==> src/rtl/cfg_chain_loader.sv <==
// -----------------------------------------------------------------------------
// cfg_chain_loader
//
// Serial configuration loader for a daisy-chained switch-cell config chain.
// Host words arrive on a valid/ready stream and are shifted LSB-first into
// the chain. Exactly CHAIN_LEN bits are shifted per load. Unused upper bits
// of the final word are dropped.
//
// Optional feature macro: CFG_LOADER_VERIFY_EN
//   When defined, a VERIFY pass follows the load. The chain is rotated
//   CHAIN_LEN times through a loopback (chain_sdi -> chain_sdo), which leaves
//   its contents unchanged. The parity of the bits read back is compared with
//   the parity of the bits loaded, and a mismatch sets the sticky 'error'.
//   When undefined, SHIFT goes straight to DONE, error is tied low and
//   chain_sdi is ignored.
//
// Ports
//   config_clk      sole clock
//   config_reset    asynchronous, active-low reset
//   start           begin a load (sampled only when idle)
//   s_valid/s_ready host word handshake; s_data is the host word, bit 0 first
//   chain_shift_en  clock-enable to the chain clock gate (one bit per cycle)
//   chain_sdo       serial bit into the first cell (0 while not shifting)
//   chain_sdi       serial bit from the last cell (used by VERIFY only)
//   busy            high whenever the loader is not idle
//   done            one-cycle pulse when a load completes
//   error           verify parity mismatch; sticky until the next start
// -----------------------------------------------------------------------------
module cfg_chain_loader #(
    parameter int WORD_W    = 32,
    parameter int CHAIN_LEN = 64,
    parameter int CNT_W     = 16
) (
    input  logic              config_clk,
    input  logic              config_reset,
    input  logic              start,
    input  logic              s_valid,
    output logic              s_ready,
    input  logic [WORD_W-1:0] s_data,
    output logic              chain_shift_en,
    output logic              chain_sdo,
    input  logic              chain_sdi,
    output logic              busy,
    output logic              done,
    output logic              error
);

    typedef enum logic [2:0] {
        IDLE   = 3'd0,
        LOAD   = 3'd1,
        SHIFT  = 3'd2,
        VERIFY = 3'd3,
        DONE   = 3'd4
    } state_e;

    localparam logic [CNT_W-1:0] LEN_C  = CNT_W'(CHAIN_LEN);
    localparam logic [CNT_W-1:0] WORD_C = CNT_W'(WORD_W);
    localparam logic [CNT_W-1:0] ONE_C  = CNT_W'(1);

    state_e              state_q;
    logic [CNT_W-1:0]    cnt_q;      // bits shifted this load, or verify cycles
    logic [CNT_W-1:0]    rem_q;      // bits still to shift from the current word
    logic [WORD_W-1:0]   shreg_q;    // bits of the current word not yet on chain_sdo
    logic                s_ready_q;
    logic                shift_en_q;
    logic                sdo_q;
    logic                busy_q;
    logic                done_q;

    logic [CNT_W-1:0]    left_d;     // chain bits not yet loaded
    logic [CNT_W-1:0]    k_d;        // bits to take from the word being accepted

    assign left_d = LEN_C - cnt_q;
    // WORD_C is only selected when WORD_W < left_d, so its truncation is harmless.
    assign k_d    = (32'(left_d) > 32'(WORD_W)) ? WORD_C : left_d;

`ifdef CFG_LOADER_VERIFY_EN
    logic lpar_q;   // parity of bits driven onto the chain during SHIFT
    logic vpar_q;   // parity of bits read back during VERIFY
    logic err_q;
`endif

    // NOTE: every register below is written with non-blocking assignments so
    // that all state updates on an edge see the pre-edge values of each other.
    always_ff @(posedge config_clk or negedge config_reset) begin
        if (!config_reset) begin
            state_q    <= IDLE;
            cnt_q      <= '0;
            rem_q      <= '0;
            shreg_q    <= '0;
            s_ready_q  <= 1'b0;
            shift_en_q <= 1'b0;
            sdo_q      <= 1'b0;
            busy_q     <= 1'b0;
            done_q     <= 1'b0;
`ifdef CFG_LOADER_VERIFY_EN
            lpar_q     <= 1'b0;
            vpar_q     <= 1'b0;
            err_q      <= 1'b0;
`endif
        end else begin
            done_q <= 1'b0;
            case (state_q)
                IDLE: begin
                    if (start) begin
                        state_q   <= LOAD;
                        cnt_q     <= '0;
                        s_ready_q <= 1'b1;
                        busy_q    <= 1'b1;
`ifdef CFG_LOADER_VERIFY_EN
                        lpar_q    <= 1'b0;
                        vpar_q    <= 1'b0;
                        err_q     <= 1'b0;
`endif
                    end
                end

                LOAD: begin
                    // s_ready_q is high for the whole of LOAD, so s_valid alone
                    // completes the handshake.
                    if (s_valid) begin
                        state_q    <= SHIFT;
                        shreg_q    <= s_data >> 1;
                        sdo_q      <= s_data[0];
                        rem_q      <= k_d;
                        s_ready_q  <= 1'b0;
                        shift_en_q <= 1'b1;
                    end
                end

                SHIFT: begin
                    cnt_q <= cnt_q + ONE_C;
                    rem_q <= rem_q - ONE_C;
`ifdef CFG_LOADER_VERIFY_EN
                    lpar_q <= lpar_q ^ sdo_q;
`endif
                    if (rem_q == ONE_C) begin
                        sdo_q <= 1'b0;
                        if (cnt_q + ONE_C == LEN_C) begin
`ifdef CFG_LOADER_VERIFY_EN
                            state_q <= VERIFY;
                            cnt_q   <= '0;
`else
                            state_q    <= DONE;
                            shift_en_q <= 1'b0;
                            done_q     <= 1'b1;
`endif
                        end else begin
                            state_q    <= LOAD;
                            shift_en_q <= 1'b0;
                            s_ready_q  <= 1'b1;
                        end
                    end else begin
                        sdo_q   <= shreg_q[0];
                        shreg_q <= shreg_q >> 1;
                    end
                end

`ifdef CFG_LOADER_VERIFY_EN
                VERIFY: begin
                    cnt_q  <= cnt_q + ONE_C;
                    vpar_q <= vpar_q ^ chain_sdi;
                    if (cnt_q == LEN_C - ONE_C) begin
                        // Fold in the final read-back bit before comparing.
                        err_q      <= (vpar_q ^ chain_sdi) != lpar_q;
                        state_q    <= DONE;
                        shift_en_q <= 1'b0;
                        done_q     <= 1'b1;
                    end
                end
`endif

                DONE: begin
                    state_q <= IDLE;
                    busy_q  <= 1'b0;
                end

                default: begin
                    state_q <= IDLE;
                end
            endcase
        end
    end

    assign s_ready        = s_ready_q;
    assign chain_shift_en = shift_en_q;
    assign busy           = busy_q;
    assign done           = done_q;

`ifdef CFG_LOADER_VERIFY_EN
    // The loopback is a straight wire during VERIFY: a register in the loop
    // would add a stage, and CHAIN_LEN rotations would no longer restore the
    // chain. The select itself is a registered state bit.
    assign chain_sdo = (state_q == VERIFY) ? chain_sdi : sdo_q;
    assign error     = err_q;
`else
    logic unused_chain_sdi;
    assign unused_chain_sdi = chain_sdi;
    assign chain_sdo        = sdo_q;
    assign error            = 1'b0;
`endif

endmodule

==> config.mk <==
export PLATFORM = sky130hd
export DESIGN_NAME = cfg_chain_loader
export DESIGN_NICKNAME = d
export VERILOG_FILES = /design/src/rtl/cfg_chain_loader.sv
export SDC_FILE = /design/constraint.sdc
export NUM_CORES = 1
export LEC_CHECK = 0
export CORE_MARGIN = 2
export CORE_UTILIZATION = 45
export CTS_CLUSTER_DIAMETER = 40
export CTS_CLUSTER_SIZE = 25
export DETAILED_ROUTE_END_ITERATION = 10
export DONT_BUFFER_PORTS = 1
export GPL_TIMING_DRIVEN = 0
export PLACE_DENSITY_LB_ADDON = 0.12
export SKIP_LAST_GASP = 1
export SLEW_MARGIN = 25
export SYNTH_ARGS = -nofsm -noshare
export SYNTH_HDL_FRONTEND = slang
export SYNTH_SLANG_ARGS = --single-unit
==> constraint.sdc <==
create_clock -name config_clk -period 3.71 [get_ports config_clk]
set_clock_uncertainty 0.2 [all_clocks]
set_input_delay 0.5565 -clock config_clk [delete_from_list [all_inputs] [get_ports config_clk]]
set_output_delay 0.5565 -clock config_clk [all_outputs]
set_load 0.05 [all_outputs]
Word-level counts from Yosys, hierarchy flattened
Cells that the tools add are included.
{"block": "totals", "regBits": 72, "latch_bits": 0, "ram_bits": 0, "romBits": 0, "input_bits": 37, "wordCells": 63, "n_memories": 0}
{"block": "classes", "addsub": 3, "multipliers": 0, "div": 0, "n_lt_le_gt_ge": 1, "eq_ne": 10, "n_shift": 0, "mux": 28, "bitwise": 0, "reduce_logical": 12}
{"cell": "32-bit 2-to-1 mux", "n": 2}
{"cell": "16-bit one-hot mux with 2 select lines", "n": 2}
{"cell": "32-bit one-hot mux with 2 select lines", "n": 1}
{"cell": "16-bit 2-to-1 mux", "n": 3}
{"cell": "16-bit by 1-bit adder with 16-bit output, second input constant", "n": 1}
{"cell": "16-bit by 1-bit equality test with 1-bit output, second input constant", "n": 1}
{"cell": "16-bit by 7-bit equality test with 1-bit output, second input constant", "n": 1}
{"cell": "16-bit by 6-bit > comparator with 1-bit output, second input constant", "n": 1}
{"cell": "16-bit by 1-bit subtractor with 16-bit output, second input constant", "n": 1}
{"cell": "7-bit by 16-bit subtractor with 16-bit output, first input constant", "n": 1}
{"cell": "3-bit 2-to-1 mux", "n": 4}
{"cell": "1-bit 2-to-1 mux", "n": 11}
{"cell": "2-bit != test, second input constant", "n": 5}
{"cell": "3-bit one-hot mux with 3 select lines", "n": 1}
{"cell": "3-bit AND reduction", "n": 3}
{"cell": "1-bit one-hot mux with 2 select lines", "n": 3}
{"cell": "2-bit AND reduction", "n": 3}
{"cell": "2-bit nonzero test", "n": 3}
{"cell": "5-bit AND reduction", "n": 1}
{"cell": "3-bit by 1-bit equality test with 1-bit output, second input constant", "n": 1}
{"cell": "3-bit by 2-bit equality test with 1-bit output, second input constant", "n": 1}
{"cell": "3-bit equality test, second input constant", "n": 1}
{"cell": "3-bit logical NOT", "n": 1}
{"cell": "1-bit one-hot mux with 3 select lines", "n": 1}
{"cell": "3-bit nonzero test", "n": 1}

Longest topological paths before layout
Gate-level depths: netlist of the first run.
{"block": "logic_depth", "depth_word": 5, "mapped_depth": 9, "mapped_depth_nobuf": 8}

Worst setup path after synthesis of the first run
Ideal clock, no wire load.
{"block": "synth_path", "path_type": "register to register", "from": "register cnt_q[9]", "to": "register done_q, in the netlist done", "setup_ns": 0.101, "arrival_ns": 2.147, "required_time_ns": 3.409, "slack_ns": 1.262, "path_stages_with_launch": 8, "path_buffers": 1, "synth_period_minus_slack_ns": 2.448, "cell_sequence": "dfrtp_1 > clkbuf_1 > nand4_1 > or4_1 > xor2_1 > o21ai_0 > or3_1 > nor4_1"}
{"block": "synth_via", "elab_chain_cells": 5}
{"element": "start: declaration", "line": "61", "source": "logic [CNT_W-1:0] cnt_q;"}
{"element": "start signal: assignment", "line": "132", "source": "cnt_q <= cnt_q + ONE_C;"}
{"element": "16-bit by 1-bit adder with 16-bit output", "line": "139", "source": "if (cnt_q + ONE_C == LEN_C) begin"}
{"element": "16-bit by 7-bit equality test with 1-bit output", "line": "139"}
{"element": "1-bit 2-to-1 mux", "line": "139"}
{"element": "1-bit 2-to-1 mux", "line": "137", "source": "if (rem_q == ONE_C) begin"}
{"element": "1-bit 2-to-1 mux", "line": "103", "source": "case (state_q)"}
{"element": "end signal: assignment", "line": "95", "source": "done_q <= 1'b0;"}
{"element": "end signal: assignment", "line": "102", "source": "done_q <= 1'b0;"}
{"element": "end signal: assignment", "line": "146", "source": "done_q <= 1'b1;"}
{"element": "end: declaration", "line": "68", "source": "logic done_q;"}
Every way passes these cells.
A chain may end at the register's enable or synchronous reset.

Final worst setup path of the first run
{"block": "layout_path", "from": "register state_q[0]", "to": "register cnt_q[2]"}
{"block": "layout_via", "elab_chain_cells": 3, "elab_cells_between_ends": 6, "classes_between": "eq/ne (2); mux (1); reduce/logical (3)"}
{"element": "start: declaration", "line": "60", "source": "state_e state_q;"}
{"element": "start signal: assignment", "line": "87", "source": "state_q <= IDLE;"}
{"element": "start signal: assignment", "line": "106", "source": "state_q <= LOAD;"}
{"element": "start signal: assignment", "line": "122", "source": "state_q <= SHIFT;"}
{"element": "3-bit by 2-bit equality test with 1-bit output or 3-bit logical NOT (tied branches)", "line": "103"}
{"element": "2-bit nonzero test (no source line) or 2-bit != test (tied branches)"}
{"element": "2-bit AND reduction (no source line)"}
Several ways; a longest one is shown, not always the timed one.

==> results of run 1 <==
==> layout by cell type (no fill, tap or decap), types with 2 or more instances in the layout <==
cell type / n
sky130_fd_sc_hd__a31o_2: 2
sky130_fd_sc_hd__inv_1: 8
sky130_fd_sc_hd__o31ai_1: 7
sky130_fd_sc_hd__o31a_1: 4
sky130_fd_sc_hd__inv_6: 2
sky130_fd_sc_hd__o22ai_1: 3
sky130_fd_sc_hd__nor4_1: 4
sky130_fd_sc_hd__nand4_1: 7
sky130_fd_sc_hd__xor2_1: 6
sky130_fd_sc_hd__dfrtp_1: 71
sky130_fd_sc_hd__or2_2: 2
sky130_fd_sc_hd__nor3_1: 17
sky130_fd_sc_hd__nor2_1: 55
sky130_fd_sc_hd__a31oi_1: 33
sky130_fd_sc_hd__o21ai_0: 43
sky130_fd_sc_hd__a21oi_1: 13
sky130_fd_sc_hd__nor3b_1: 2
sky130_fd_sc_hd__a211o_1: 3
sky130_fd_sc_hd__nand2_1: 96
sky130_fd_sc_hd__or3_1: 5
sky130_fd_sc_hd__and3_1: 3
sky130_fd_sc_hd__buf_6: 7
sky130_fd_sc_hd__nand2b_1: 2
sky130_fd_sc_hd__clkbuf_8: 9
sky130_fd_sc_hd__or4_1: 2
sky130_fd_sc_hd__a22o_1: 3
sky130_fd_sc_hd__o41ai_1: 4
sky130_fd_sc_hd__ha_1: 4
sky130_fd_sc_hd__clkbuf_1: 28
sky130_fd_sc_hd__a21o_1: 2
sky130_fd_sc_hd__nand3_1: 14
sky130_fd_sc_hd__xnor2_1: 10
sky130_fd_sc_hd__buf_2: 5
sky130_fd_sc_hd__a211oi_1: 2
sky130_fd_sc_hd__o21a_1: 2
==> power by group through the flow <==
stage	Combinational (mW)	Sequential [mW]	Clock, mW
after global placement	1.44	1.27	0
after global routing	1.67	1.31	0.690
final	1.48	1.27	0.639
after detailed placement	1.45	1.28	0
after floorplan	1.14	1.23	0
after CTS	1.48	1.27	0.653
==> worst max-delay path, cell delays in order (launching register included) <==
cell	delay (ns)
sky130_fd_sc_hd__dfrtp_1	0.37
sky130_fd_sc_hd__buf_2	0.16
sky130_fd_sc_hd__nor3b_1	0.79
sky130_fd_sc_hd__clkbuf_1	0.60
sky130_fd_sc_hd__clkbuf_1	0.59
sky130_fd_sc_hd__nand2_1	0.11
sky130_fd_sc_hd__o21ai_0	0.16
==> stage by stage <==
step | cells | instance area (µm²) | setup slack [ns]
final | 616 | 4424 | 0.6389
after global routing | 616 | 4424 | 0.4395
after CTS | 616 | 4418 | 0.6498
after detailed placement | 598 | 4184 | 0.6647
after global placement | 598 | 4184 | 0.6889
after floorplan | 490 | 4049 | 1.262
==> logic make-up after synthesis <==
logic type      Yosys count  synth area share
flops                    71            0.4388
mux                       1          0.002472
buf+inv                  48           0.05995
xor+xnor                 16           0.03461
other cells               1         0.0009262
fa+ha+maj                 4           0.01236
simple gates            220            0.2515
compound gates          129            0.1993
==> sequential cells by signal, indices dropped and copies added, names as in the netlist <==
name            flops
s_ready             1
state_q             3
chain_sdo           1
busy                1
shreg_q            31
cnt_q              16
chain_shift_en      1
rem_q              16
done                1
==> layout make-up <==
class	instances	area [µm²]
fillers	828	4297
multi-input cells	371	2036
flip-flops and latches	71	1777
plain buffers	40	212.7
well taps	108	135.1
clock buffers	10	127.6
clock inverters	6	68.82
repair buffers	2	37.54
inverters	8	30.03
==> path summary, 6_finish.rpt <==
| path | from | to | slack, ns | cells after the start |
|---|---|---|---|---|
| setup / recovery | state_q[0] | cnt_q[2] | 0.64 | 6 |
| hold / removal | s_valid | state_q[0] | 0.12 | 1 |
| setup reg to reg | state_q[0] | cnt_q[2] | 0.64 | 6 |
| hold reg to reg | rem_q[13] | rem_q[13] | 0.30 | 1 |
| max in group asynchronous | config_reset | cnt_q[6] | 2.41 | 2 |
| min in group asynchronous | config_reset | rem_q[11] | 0.57 | 2 |
==> metal layers <==
layer,track usage,vias to the layer above
met5,0,-
met4,0.07482,0
met3,0.03688,19
met2,0.3108,95
met1,0.3271,1738
li1,-,1757
==> parameters.txt, run 1 <==
Parameter                              Value

Status
  Run status ... finished, final reports clean

Logic synthesis
  Most area-consuming cells after synthesis ... sky130_fd_sc_hd__dfrtp_1 44%, sky130_fd_sc_hd__nand2_1 8.9%, sky130_fd_sc_hd__o21ai_0 5.3%
  Number of enable-type register cells in the synthesized netlist ... 0
  Most frequently used cell type in the post-synthesis netlist ... sky130_fd_sc_hd__nand2_1
  FFs w/ async S/R, synth ... 1.000
  Distinct cell type count of the synthesized netlist ... 55
  Syn_area_per_cell ... approximately 8.3 µm²
  Sequential area share after synthesis ... 0.4388
  Synthesized flop and latch total ... 71
  Yosys warning count ... 0
  Fraction of post-synthesis cell area in the top cell type by area ... 0.4388
  Cells after Synth ... 490
  Summed instance area of the synthesized netlist ... about 0.004 mm²
  Ranking of synthesized cells by instance count ... 96 x sky130_fd_sc_hd__nand2_1, 71 x sky130_fd_sc_hd__dfrtp_1, 55 x sky130_fd_sc_hd__nor2_1
  Top cell type by total area after synthesis ... sky130_fd_sc_hd__dfrtp_1
  Mapped Nets ... 531
  Ys flop type ... sky130_fd_sc_hd__dfrtp_1

Finish
  Share of cells above drive strength 1 ... 0.07677
  Synthesis-to-layout area growth ... 9.271%
  Post-layout nets ... 544
  Antenna diode count ... 0
  Final Core Density ... 0.5073

Clocking
  Clock tree from TritonCTS ... yes
  Deepest level of the CTS H-tree ... 3
  CTS Root Buffer Type ... sky130_fd_sc_hd__clkbuf_8
  Number of cells upsized or downsized after cts ... 0
  Clock insertion delay at the later pin of the skew report ... between 0.3 and 0.4 ns
  TritonCTS Sinks ... between 70 and 80
  Clk slew on worst S/H paths ... 0.08 ns
  Inserted Clock Buffers ... 9
  Post-CTS setup-driven buffer insertion count ... 0
  Number of buffers inserted for hold repair after clock tree synthesis ... 2
  Maximum buffer depth of the clock tree ... 2

Global route
  Global-route usage over all layers ... 0.2159
  Number of antenna violations at the first check in global routing ... 0
  Vias in the first global route ... between 3,000 and 4,000
  First-pass GRT wire length ... roughly 17,000 µm
  Maximum number of pins on one net before global-route repair ... just over 70
  GRT Residual Overflow ... 0

Setup path
  Critical path data required time ... roughly 3.8 ns
  Kind of start point of the critical path ... register
  Crit-path max FO ... 10
  Arrival time reported for the critical path endpoint ... about 3.1 ns
  Capturing element type of the critical path ... register
  Critical path class ... register to register

Timing
  Slew at the pin closest to its max-slew limit ... between 0.9 and 1 ns
  Setup-violating endpoint count in the final report ... 0
  Maximum achievable frequency ... 0.3256 GHz
  RSZ-0062 raised after global routing ... no
  Slew Limit Headroom ... 0.3461
  Total negative slack ... 0 ns
  Hold Vio Cnt, Final ... 0
  Period utilisation layout ... 0.8278
  Worst hold slack across all endpoints ... between 0.1 and 0.15 ns
  Final Max Slew Viols ... 0
  Clock period minus final worst setup slack ... approximately 3.1 ns

Route
  Met2 WL ... 4576 µm
  Average wire per cell in the routed design ... around 17 µm
  Uppermost layer routed ... met4
  Mean number of vias per cell ... approximately 5.9
  Number of DRC markers in iteration 0 ... 200
  Routed WL ... between 10,000 and 15,000 µm
  Total via count in the routed design ... 3,609
  ANT nets after route ... 0
  Wire length on met1 ... approximately 5100 µm
  1st-pass router iterations ... 4
  Total met3 wirelength after detailed routing ... 497 µm
  Detailed-route DRC error count ... 0

Floorplanning
  IO Pins ... 43
  Die Span Y ... 98.86 µm
  Floorplan die width ... about 99 µm
  Die outline area ... around 0.0098 mm²
  Row count ... 34
  Std-Cell Core Area ... 0.008721 mm²
  Initial Utilization ... 0.4643

Pwr
  Net load switching power ... roughly 1.5 mW
  Clock power frac ... 0.188
  VDD IR-drop max ... around 0.35 mV
  Leak pwr ... roughly 1.8 nW
  Final total power ... between 3 and 4 mW
  Share of total power consumed by net switching ... 0.4312
  Logic pwr share ... 0.438
  Internal power component ... 1.930 mW
  Seq pwr share ... 0.374
  Power density over the cells ... around 770 mW/mm²

Placed design
  Weighted congestion at the end of routability-driven global placement ... 0.8875
  Half-perimeter wire length after placement ... approximately 7000 µm
  Number of I/O port buffers ... 0

Hold path
  Class of the tightest hold or removal check ... input port to register

Run
  MaxCap Viol Count ... 0
Power figures use the tool's default switching activity.
==> run 2, diff against run 1 <==
clock period = 3.1 ns   (was 3.71 ns; I/O delays follow)
==> run 2 against run 1 <==
Sequential share of layout area down 0.091 points. Via count up 0.25%. Hold slack worse by 0.096 ns. Final cell count unchanged. Non-clock buffer count unchanged. Register-to-register slack worse by 0.49 ns. Utilization up 0.11 points. Largest cell class unchanged. Setup slack worse by 0.49 ns. First-iteration DRC count up 4.0%. Flip-flop and latch count unchanged. Global-route usage unchanged. Count of clock-buffer cells in the layout unchanged. Largest power group unchanged.
==> parameters.txt, run 2 (synthesis results as in run 1) <==
Parameter                              Value

Status
  Run status ... finished, final reports clean

Global route
  Global-route usage over all layers ... 0.2159
  First-pass GRT wire length ... between 15,000 and 20,000 µm
  Vias in the first global route ... ~3,300
  Number of antenna violations at the first check in global routing ... 0
  GRT Residual Overflow ... 0
  Maximum number of pins on one net before global-route repair ... 72

Finish
  Fill cell total of the finished layout ... roughly 830
  Max FFs per register ... 31
  Post-layout nets ... 544
  Most flop-heavy register ... shreg_q
  Synthesis-to-layout area growth ... 9.518%
  Commonest cells after routing, fill and taps aside ... 96 x sky130_fd_sc_hd__nand2_1, 71 x sky130_fd_sc_hd__dfrtp_1, 55 x sky130_fd_sc_hd__nor2_1, 43 x sky130_fd_sc_hd__o21ai_0, 33 x sky130_fd_sc_hd__a31oi_1
  Antenna diode count ... 0
  Most frequent standard cell in the layout excluding fill and tap cells ... sky130_fd_sc_hd__nand2_1
  Post-route non-filler standard cell count ... about 620
  Share of cells above drive strength 1 ... 0.08071
  Registers with the most flip-flops ... shreg_q (31), cnt_q (16), rem_q (16)

Hold path
  Class of the tightest hold or removal check ... input port to register
  Start point of the worst min-delay path ... s_valid

Pwr
  Power density over the cells ... 916.9 mW/mm²
  Internal power component ... 2.312 mW
  Clock power frac ... 0.188
  Leak pwr ... between 1.5 and 2 nW
  Net load switching power ... approximately 1.8 mW
  Share of total power consumed by net switching ... 0.4314
  Logic pwr share ... 0.438
  Seq pwr share ... 0.374
  VDD IR-drop max ... about 0.42 mV

Floorplanning
  Die Span Y ... 98.86 µm
  Std-Cell Core Area ... roughly 0.0087 mm²
  Die outline area ... slightly below 0.01 mm²
  Initial Utilization ... 0.4643
  Row count ... 34
  IO Pins ... 43
  Floorplan die width ... around 99 µm

Timing
  Maximum achievable frequency ... between 0.3 and 0.4 GHz
  Hold Vio Cnt, Final ... 0
  Final Max Slew Viols ... 0
  RSZ-0062 raised after global routing ... no
  Period utilisation layout ... 0.9506
  Slew at the pin closest to its max-slew limit ... about 0.9 ns
  Clock period minus final worst setup slack ... 2.947 ns
  Slew Limit Headroom ... 0.4110
  Setup-violating endpoint count in the final report ... 0
  Total negative slack ... 0 ns

Setup path
  Critical path data required time ... around 3.1 ns
  Arrival time reported for the critical path endpoint ... between 2 and 3 ns
  Kind of start point of the critical path ... register
  Slowest stage cell on the critical path ... sky130_fd_sc_hd__or4_1
  Critical path class ... register to register
  Number of buffers and inverters on the critical path ... 1
  Ordered cell list for the critical path ... clkbuf_1 > nand4_1 > or4_1 > xor2_1 > o21ai_0 > or3_1 > nor4_1
  Cell type group with the largest total delay on the critical path ... simple AND/OR/NAND/NOR gates
  CP peak stage delay ... 0.60 ns
  Launch point of the worst reg-to-reg path ... cnt_q[9]
  Crit-path max FO ... 9
  Capturing element type of the critical path ... register
  Critical Path Start ... cnt_q[9]

Clocking
  Inserted Clock Buffers ... 9
  Deepest level of the CTS H-tree ... 3
  Clk slew on worst S/H paths ... roughly 0.080 ns
  CTS Root Buffer Type ... sky130_fd_sc_hd__clkbuf_8
  Clock tree from TritonCTS ... yes
  Maximum buffer depth of the clock tree ... 2
  TritonCTS Sinks ... 71
  Post-CTS setup-driven buffer insertion count ... 0
  Clock insertion delay at the later pin of the skew report ... about 0.35 ns

Placed design
  Half-perimeter wire length after placement ... 6929 µm
  Number of I/O port buffers ... 0
  Weighted congestion at the end of routability-driven global placement ... 0.8875
  Number of placed instances, taps included ... 598

Run
  MaxCap Viol Count ... 0

Route
  Detailed-route DRC error count ... 0
  ANT nets after route ... 0
  Number of DRC markers in iteration 0 ... 208
  Average wire per cell in the routed design ... about 17 µm
  1st-pass router iterations ... 5
  Total via count in the routed design ... roughly 3,600
  Mean number of vias per cell ... roughly 5.9
  Routed WL ... about 10,000 µm
run 2: cell count changes in the layout (fill, tap and decap cells not counted):
| cell | previous run | this run |
|---|---|---|
| sky130_fd_sc_hd__nand3_1 | 14 | 13 |
| sky130_fd_sc_hd__nand3_2 | 0 | 1 |
| sky130_fd_sc_hd__nor3b_1 | 2 | 1 |
| sky130_fd_sc_hd__nor3b_2 | 0 | 1 |
run 2: metal layers:
metal,up-vias,track usage,share of wire
met3,20,0.03688,0.049
li1,1765,-,-
met2,88,0.3108,0.44
met1,1745,0.3271,0.49
met5,-,0,0
met4,0,0.07482,0.021
run 2: layout make-up:
type,instances,area [µm²],share of cell area
clock inverter,6,68.82,0.01552
timing repair buffer,2,37.54,0.008465
sequential,71,1777,0.4007
tap,108,135.1,0.03047
inverter,8,30.03,0.006772
clock buffer,10,127.6,0.02878
buffer,40,212.7,0.04797
multi-input combinational,371,2046,0.4613
run 2: through the flow:
| step | total power, mW | cell area [µm²] | utilization | hold WS, ns | setup slack, ns |
|---|---|---|---|---|---|
| finish | 4.066 | 4434 | 0.5085 | 0.02306 | 0.1532 |
| global route | 4.388 | 4434 | 0.5085 | 0.02078 | 0.004090 |
| CTS | 4.071 | 4418 | 0.5066 | 0.01418 | 0.03981 |
| detailed placement | 3.272 | 4184 | 0.4798 | -0.02825 | 0.05465 |
| global placement | 3.246 | 4184 | 0.4798 | -0.02815 | 0.07888 |
| floorplan | 2.837 | 4049 | - | -0.03059 | 0.6520 |
run 2: what timing repair did:
item                       4_1_cts  5_1_grt
hold buffers                     2        0
gates resized for setup          0        2
hold endpoints to repair        71        0
setup endpoints to repair        0       21
run 2: power by group through the flow:
stage | Combinational [mW] | Sequential, mW | Clock, mW
2_1_floorplan | 1.36 | 1.47 | 0
3_3_place_gp | 1.73 | 1.52 | 0
3_5_place_dp | 1.74 | 1.53 | 0
4_1_cts | 1.77 | 1.52 | 0.782
5_1_grt | 2.00 | 1.56 | 0.826
6_report | 1.78 | 1.52 | 0.764
run 2: worst paths after layout:
| check | cells past startpoint | slack [ns] | to |
|---|---|---|---|
| worst max-delay path | 7 | 0.15 | done |
| worst min-delay path | 1 | 0.02 | state_q[0] |
| worst max register to register | 7 | 0.15 | done |
| worst min register to register | 1 | 0.30 | rem_q[13] |
| max in group asynchronous | 2 | 1.91 | cnt_q[7] |
| min in group asynchronous | 2 | 0.47 | chain_shift_en |
run 2: worst register-to-register path, stage by stage (launching register included):
cell	delay, ns
sky130_fd_sc_hd__dfrtp_1	0.32
sky130_fd_sc_hd__clkbuf_1	0.34
sky130_fd_sc_hd__nand4_1	0.30
sky130_fd_sc_hd__or4_1	0.60
sky130_fd_sc_hd__xor2_1	0.15
sky130_fd_sc_hd__o21ai_0	0.12
sky130_fd_sc_hd__or3_1	0.42
sky130_fd_sc_hd__nor4_1	0.37
==> run 3, diff against run 2 <==
CTS_BUF_LIST = sky130_fd_sc_hd__clkbuf_4 sky130_fd_sc_hd__clkbuf_8   (was default)
GPL_TIMING_DRIVEN = default   (was 0)
==> run 3 against run 2 <==
Utilization down 1.3 points. Total power down 7.2%. Wire length down 12%. Hold slack better by 0.012 ns. Clock power down 10%. Design area down 2.6%. Combinational power down 12%. Final cell count down 3.9%. Critical path type unchanged. Largest power group unchanged. Highest routed layer unchanged.
==> parameters.txt, run 3 (synthesis results as in run 1) <==
Parameter                              Value

Run
  MaxCap Viol Count ... 0

Timing
  Period utilisation layout ... 0.8907
  Maximum achievable frequency ... ~0.36 GHz
  Total negative slack ... 0 ns
  Hold Vio Cnt, Final ... 0
  Setup-violating endpoint count in the final report ... 0
  RSZ-0062 raised after global routing ... no
  Slew at the pin closest to its max-slew limit ... roughly 0.63 ns
  Final Max Slew Viols ... 0
  Clock period minus final worst setup slack ... ~2.8 ns
  Slew Limit Headroom ... 0.5816

Pwr
  Logic pwr share ... 0.412
  Leak pwr ... 1.809 nW
  Clock power frac ... 0.181
  Power density over the cells ... ~900 mW/mm²
  Final total power ... ~3.8 mW
  VDD IR-drop max ... around 0.43 mV
  Share of total power consumed by net switching ... 0.4296
  Internal power component ... 2.152 mW
  Seq pwr share ... 0.406
  Net load switching power ... roughly 1.6 mW

Floorplanning
  Row count ... 34
  Die Span Y ... 98.86 µm
  Initial Utilization ... 0.4643
  Die outline area ... 0.009772 mm²
  IO Pins ... between 40 and 50
  Std-Cell Core Area ... between 0.008 and 0.009 mm²
  Floorplan die width ... roughly 100 µm

Clocking
  Clock tree from TritonCTS ... yes
  Number of cells upsized or downsized after cts ... 0
  Clock insertion delay at the later pin of the skew report ... ~0.35 ns
  Maximum buffer depth of the clock tree ... 2
  Deepest level of the CTS H-tree ... 3
  CTS Root Buffer Type ... sky130_fd_sc_hd__clkbuf_8
  Inserted Clock Buffers ... 9
  TritonCTS Sinks ... roughly 70
  Post-CTS setup-driven buffer insertion count ... 0
  Clk slew on worst S/H paths ... roughly 0.080 ns

Route
  Mean number of vias per cell ... approximately 5.8
  Number of DRC markers in iteration 0 ... 123
  Total via count in the routed design ... roughly 3,400
  Detailed-route DRC error count ... 0
  Routed WL ... between 9000 and 10,000 µm
  1st-pass router iterations ... 4
  Average wire per cell in the routed design ... approximately 15 µm
  ANT nets after route ... 0

Finish
  Commonest cells after routing, fill and taps aside ... 96 x sky130_fd_sc_hd__nand2_1, 71 x sky130_fd_sc_hd__dfrtp_1, 55 x sky130_fd_sc_hd__nor2_1, 43 x sky130_fd_sc_hd__o21ai_0, 33 x sky130_fd_sc_hd__a31oi_1
  Antenna diode count ... 0
  Sequential standard cell area ... around 0.0018 mm²
  Share of cells above drive strength 1 ... 0.08884
  Most frequent standard cell in the layout excluding fill and tap cells ... sky130_fd_sc_hd__nand2_1
  Max FFs per register ... 31
  Area occupied by multi-input gates ... slightly above 0.002 mm²
  Most flop-heavy register ... shreg_q
  Registers with the most flip-flops ... shreg_q (31), cnt_q (16), rem_q (16)
  Synthesis-to-layout area growth ... 6.644%
  Final std cell area, no fill ... between 0.004 and 0.005 mm²
  Post-layout nets ... 520
  Fill cell total of the finished layout ... 852

Placed design
  Number of I/O port buffers ... 0
  Weighted congestion at the end of routability-driven global placement ... just over 0.8
  Half-perimeter wire length after placement ... 5953 µm
  Placed cell areas ... ~0.0041 mm²

Setup path
  Critical path class ... register to register
  Critical path data required time ... ~3.1 ns
  Arrival time reported for the critical path endpoint ... 2.76 ns
  Capturing element type of the critical path ... register
  Kind of start point of the critical path ... register
  Crit-path max FO ... 61

Global route
  Maximum number of pins on one net before global-route repair ... 72
  Global-route usage over all layers ... 0.1963
  First-pass GRT wire length ... 15,780 µm
  GRT Residual Overflow ... 0
  Vias in the first global route ... about 3,300
  Number of antenna violations at the first check in global routing ... 0

Hold path
  Class of the tightest hold or removal check ... input port to register

Status
  Run status ... finished, final reports clean
[run 3: layer usage]
| metal | GRT usage | wire [µm] | vias to the layer above |
|---|---|---|---|
| met4 | 0.05374 | 114 | 0 |
| met5 | 0 | 0 | - |
| met2 | 0.3191 | 4352 | 46 |
| li1 | - | - | 1711 |
| met1 | 0.2691 | 4315 | 1653 |
| met3 | 0.03830 | 311 | 10 |
[run 3: worst max-delay path: stages, from the launching register on]
cell and delay (ns):
sky130_fd_sc_hd__dfrtp_1 0.44, sky130_fd_sc_hd__or3_4 0.41, sky130_fd_sc_hd__or4_4 0.46, sky130_fd_sc_hd__o31a_1 0.38
sky130_fd_sc_hd__nand2b_4 0.43, sky130_fd_sc_hd__nor2_1 0.20, sky130_fd_sc_hd__a31oi_1 0.06
[run 3: repair_timing]
item,CTS,global route
endpoints found under the setup margin,0,0
hold buffers,3,0
hold endpoints to repair,72,0
[run 3: cell type report]
type,count,area share
Multi-Input combinational cell,371,0.4712
Sequential cell,71,0.4115
Timing Repair Buffer,18,0.03709
Clock buffer,10,0.03187
Tap cell,108,0.03130
Clock inverter,6,0.01014
Inverter,8,0.006955
[run 3: per-stage QoR]
step / worst slack, ns / util / cells / hold slack [ns]
global route: 0.1290 / 0.4951 / 592 / 0.04669
finish: 0.3389 / 0.4951 / 592 / 0.03483
CTS: 0.3371 / 0.4951 / 592 / 0.02444
detailed placement: 0.3548 / 0.4689 / 573 / -0.02839
floorplan: 0.6520 / - / 490 / -0.03059
global placement: 0.4009 / 0.4689 / 573 / -0.02832
[run 3: path summary, 6_finish.rpt]
kind | slack, ns | depth (start not counted) | end | from
setup / recovery | 0.34 | 6 | shreg_q[5] | rem_q[8]
hold / removal | 0.03 | 2 | shreg_q[30] | s_data[31]
setup reg to reg | 0.34 | 6 | shreg_q[5] | rem_q[8]
hold reg to reg | 0.29 | 1 | rem_q[10] | rem_q[10]
max in group asynchronous | 1.94 | 2 | cnt_q[8] | config_reset
min in group asynchronous | 0.45 | 2 | rem_q[12] | config_reset
[run 3: power groups by stage]
stage               Combinational, mW  Sequential [mW]  Clock (mW)
finish                           1.56             1.53       0.685
global route                     1.79             1.58       0.747
CTS                              1.57             1.53       0.709
detailed placement               1.54             1.55           0
global placement                 1.50             1.54           0
floorplan                        1.36             1.47           0
